<file path="src/rtl/irq_request_latch_pkg.sv">
// Shared types for the request latch / encoder slice.
// Default index width and request detection modes.
package irq_request_latch_pkg;

    localparam int unsigned DEF_OUT_WIDTH = 3;

    typedef enum logic {
        DET_LEVEL = 1'b0,
        DET_EDGE  = 1'b1
    } det_mode_e;

endpackage

</file>
<file path="src/rtl/irq_request_latch_encoder.sv">
// One-hot to binary encoder; input is one-hot or zero.
// Zero input yields zero output, which the caller ignores.
module irq_request_latch_encoder #(
    parameter int unsigned OUT_WIDTH = 3
) (
    input  logic [(1<<OUT_WIDTH)-1:0] i_oh,
    output logic [OUT_WIDTH-1:0]      o_idx
);

    localparam int unsigned N = 1 << OUT_WIDTH;

    always_comb begin
        o_idx = '0;
        for (int unsigned i = 0; i < N; i++) begin
            if (i_oh[i]) begin
                o_idx = o_idx | OUT_WIDTH'(i);
            end
        end
    end

endmodule

</file>
<file path="src/rtl/irq_request_latch.sv">
// Sticky request latch with lowest-index pick and a registered
// valid/ready index port.
module irq_request_latch
    import irq_request_latch_pkg::*;
#(
    parameter int unsigned OUT_WIDTH = DEF_OUT_WIDTH,
    parameter bit          EDGE      = 1'b1
) (
    input  logic                       clk,
    input  logic                       rst_n,
    input  logic [(1<<OUT_WIDTH)-1:0]  req_in,
    input  logic [(1<<OUT_WIDTH)-1:0]  mask,
    input  logic                       clr_all,
    output logic                       idx_valid,
    input  logic                       idx_ready,
    output logic [OUT_WIDTH-1:0]       idx,
    output logic [(1<<OUT_WIDTH)-1:0]  pending,
    output logic                       overrun
);

    localparam int unsigned N = 1 << OUT_WIDTH;
    localparam det_mode_e   MODE = det_mode_e'(EDGE);
    localparam logic [N-1:0] PREV_EN = (MODE == DET_EDGE) ? '1 : '0;
    localparam logic [N-1:0] ONE = {{(N-1){1'b0}}, 1'b1};

    logic [N-1:0]         r_prev_req;
    logic [N-1:0]         r_pending;
    logic [OUT_WIDTH-1:0] r_idx;
    logic                 r_idx_valid;
    logic                 r_overrun;

    logic [N-1:0]         w_hit;
    logic                 w_accept;
    logic [N-1:0]         w_acc_oh;
    logic [N-1:0]         w_clr_vec;
    logic [N-1:0]         w_pending_nxt;
    logic [N-1:0]         w_cand;
    logic [N-1:0]         w_sel;
    logic                 w_any;
    logic                 w_load;
    logic [OUT_WIDTH-1:0] w_enc_idx;

    // Level mode ignores history, so prev_req is masked out entirely.
    assign w_hit     = req_in & ~(r_prev_req & PREV_EN);
    assign w_accept  = r_idx_valid & idx_ready;
    assign w_acc_oh  = w_accept ? (ONE << r_idx) : '0;
    assign w_clr_vec = {N{clr_all}} | w_acc_oh;

    assign w_pending_nxt = w_hit | (r_pending & ~w_clr_vec);

    // The line being handed over this cycle must not be re-picked.
    assign w_cand = r_pending & ~mask & ~w_acc_oh;
    assign w_sel  = w_cand & (~w_cand + ONE);
    assign w_any  = |w_cand;
    assign w_load = ~r_idx_valid | w_accept;

    irq_request_latch_encoder #(
        .OUT_WIDTH (OUT_WIDTH)
    ) u_enc (
        .i_oh  (w_sel),
        .o_idx (w_enc_idx)
    );

    always_ff @(posedge clk or negedge rst_n) begin
        if (!rst_n) begin
            r_prev_req <= '0;
            r_pending  <= '0;
            r_overrun  <= 1'b0;
        end else begin
            r_prev_req <= req_in;
            r_pending  <= w_pending_nxt;
            r_overrun  <= |(w_hit & r_pending & ~w_clr_vec);
        end
    end

    always_ff @(posedge clk or negedge rst_n) begin
        if (!rst_n) begin
            r_idx_valid <= 1'b0;
            r_idx       <= '0;
        end else if (clr_all) begin
            r_idx_valid <= 1'b0;
        end else if (w_load) begin
            r_idx_valid <= w_any;
            if (w_any) begin
                r_idx <= w_enc_idx;
            end
        end
    end

    assign idx_valid = r_idx_valid;
    assign idx       = r_idx;
    assign pending   = r_pending;
    assign overrun   = r_overrun;

endmodule
</file>
<file path="config.mk">
export PLATFORM = sky130hd
export DESIGN_NAME = irq_request_latch
export DESIGN_NICKNAME = d
export VERILOG_FILES = /design/src/rtl/irq_request_latch_pkg.sv /design/src/rtl/irq_request_latch_encoder.sv /design/src/rtl/irq_request_latch.sv
export SDC_FILE = /design/constraint.sdc
export NUM_CORES = 1
export LEC_CHECK = 0
export ABC_AREA = 1
export CAP_MARGIN = 20
export CORE_AREA = 2 2 53 55
export DETAILED_ROUTE_END_ITERATION = 10
export DIE_AREA = 0 0 55 57
export PLACE_DENSITY = 0.74
export SLEW_MARGIN = 30
export SYNTH_ARGS = -nofsm -noshare
export SYNTH_HDL_FRONTEND = slang
export SYNTH_SLANG_ARGS = --single-unit
</file>
<file path="constraint.sdc">
create_clock -name clk -period 1.75 [get_ports clk]
set_clock_uncertainty 0.15 [all_clocks]
set_input_delay 0.175 -clock clk [delete_from_list [all_inputs] [get_ports clk]]
set_output_delay 0.175 -clock clk [all_outputs]
set_load 0.02 [all_outputs]
</file>
==> metrics.cfg <==
[sta]
worst_slew_pin_slew_ns = 0.271
grt_setup_unrepaired = false
finalCriticalPeriod_ns = 1.68
setup_viol = 0
slew_headroom = 0.818
tns_ns = 0
period_share = 0.962
slew_violations = 0
fmax_mhz = 594
whs_ns = 0.0340
hold_viol_final = 0

[worst_setup_path]
reg2reg_depth = 10
crit_family = buffers and inverters
crit_slowest_cell = clkdlybuf4s50_1
cpPeakStageDelay_ns = 0.62
cp_max_fo = 4
cp.required_ns = 1.42
arrival_ns = 1.36
cp.depth = 1
crit_path_end_kind = output pin
cp_cell_sequence = clkdlybuf4s50_1
crit_path_start_kind = flip-flop
crit_type = flip-flop to output pin
crit_buf_inv = 1

[min_path]
min_path_type = input port to asynchronous set/reset pin

[route]
via_per_inst = 4.85
postRouteAntennaNets = 0
drc_errors = 0
initialDrtViolationCount = 21
wirelength_um = 2490
avgRoutedWirePerCell_um = 11.3
num_vias = 1066
first_pass_iters = 4

[layout]
stdcell_count = 220
nFillCells = 243
fin_nets = 210
final_area_sq_mm = 0.00160
drive_gt1_frac = 0.206
antenna_cells = 0
synthToLayoutAreaGrowth_pct = 44.0

[placement]
dpl-instance-area_sq_mm = 0.00156
gp_congestion = 0.913
hpwl_um = 2050
numPortBuffers = 32
numPlacedInstances = 216

[synthesis]
ys_async_sr_fraction = 1.00
syn-num-nets = 161
yosys.area.top_type = dfrtp_1
synthCells = 141
ys_seq_area_frac = 0.474
yosys.cell_types.count = 21
synth_edf_count = 0
synth_warnings = 0
synth_top_area_share = 0.474
ys_top_cells_by_area = dfrtp_1 (47%), nand2_1 (9.1%), inv_1 (8.5%)
ys.flop_type = dfrtp_1
synth-seq-cells = 21
synth.cell_area_sq_mm = 0.00111
syn_avg_cell_area_sq_um = 7.87

[clock_network]
clock_sinks = 21
max-clock-path-buffers = 2
cts_setup_buffers = 0
holdBufCountCts = 0
htreeDepth = 1
clk_latency_ns = 0.31
path_clk_slew_ns = 0.13
cts_inserted_buffers = 3
cts_tree = built
cts_root_buf = clkbuf_4

[outcome]
run_status = complete, no violations

[global_route]
grt-ovfl-total = 0
grtUsageTotal = 0.182
grt_pass1_wl_um = 4170
grt_pass1_vias = 1077
antenna_found_initial = 0
grt_max_degree = 22

[floorplanning]
die_w_um = 55
rows = 19
initial_core_util = 0.424
pin_count = 33
core_sq_mm = 0.00262
dieArea_sq_mm = 0.00314
die_h_um = 57

[pwr]
p_leak_nw = 0.806
irDropWorstVdd_v = 0.000652
finalPower_mw = 1.28
powerDensity_mw_per_mm2 = 804

[run]
drv_cap = 0

==> stage by stage <==
step / setup WS [ns] / utilization
floorplan: 0.186 / -
global placement: -0.0495 / 0.596
detailed placement: -0.115 / 0.596
CTS: 0.00736 / 0.606
global route: 0.00863 / 0.611
finish: 0.0660 / 0.611
==> cells in the final DEF (no fill, tap or decap), drive strengths merged <==
cell type | Yosys | final
nand4 | 5 | 5
nand2 | 38 | 38
a21boi | 1 | 1
nand3b | 1 | 1
clkbuf | 0 | 3
a31o | 4 | 4
a21oi | 1 | 1
clkdlybuf4s50 | 0 | 30
dfrtp | 21 | 21
nor2 | 22 | 22
dlygate4sd2 | 0 | 2
inv | 25 | 25
o211ai | 1 | 1
nand3 | 11 | 11
clkinv | 1 | 2
a21o | 2 | 2
or3 | 1 | 1
buf | 0 | 12
nor3 | 2 | 2
o21ai | 5 | 5
==> Yosys cell counts, types with 2 or more instances <==
library cell	n
nand2_1	27
inv_1	25
dfrtp_1	21
nor2_1	20
nand3_1	11
nand2_2	10
nand4_1	5
a31o_2	4
o21ai_1	3
a21o_1	2
nor3_1	2
o21ai_0	2
==> final cells by class <==
type	count	area, sq um	area share
tap	31	38.8	0.0243
multi-input combinational	94	497	0.311
inverter	26	97.6	0.0611
clock inverter	1	5.00	0.00313
sequential	21	529	0.331
clock buffer	3	22.5	0.0141
timing repair buffer	44	408	0.255
==> registers in the layout, indices dropped and copies added, names as in the netlist <==
register,count
idx,3
overrun,1
pending,8
idx_valid,1
r_prev_req,8
==> worst paths after layout <==
check,slack (ns),startpoint,end
max in group asynchronous,1.19,rst_n,overrun
min in group clk,0.17,req_in[4],r_prev_req[4]
worst min-delay path,0.03,rst_n,r_prev_req[5]
worst min register to register,0.38,r_prev_req[7],pending[7]
worst max-delay path,0.07,idx[2],idx[2]
worst max register to register,0.16,idx_valid,idx[0]
==> layer usage <==
metal,global-route usage,vias up,share of wire
li1,-,544,-
met1,0.198,497,0.41
met2,0.310,15,0.53
met3,0.0393,10,0.022
met4,0.115,0,0.038
met5,0,-,0
==> kinds of logic after synthesis <==
logic type	Yosys count	share of synthesized area
buf+inv	26	0.0879
flops	21	0.474
compound gates	14	0.0857
simple gates	80	0.353
==> timing repair <==
action / CTS / global route
setup endpoints to repair: 2 / 5
gates cloned: 0 / 0
resized for setup: 2 / 6
==> report_power, final <==
part           internal [mW]  total, mW  switching, mW
sequential             0.542      0.599         0.0578
combinational          0.207      0.450          0.244
clock                 0.0852      0.235          0.149
total                  0.833       1.28          0.451
No activity file was read; power rests on OpenSTA's default activity.
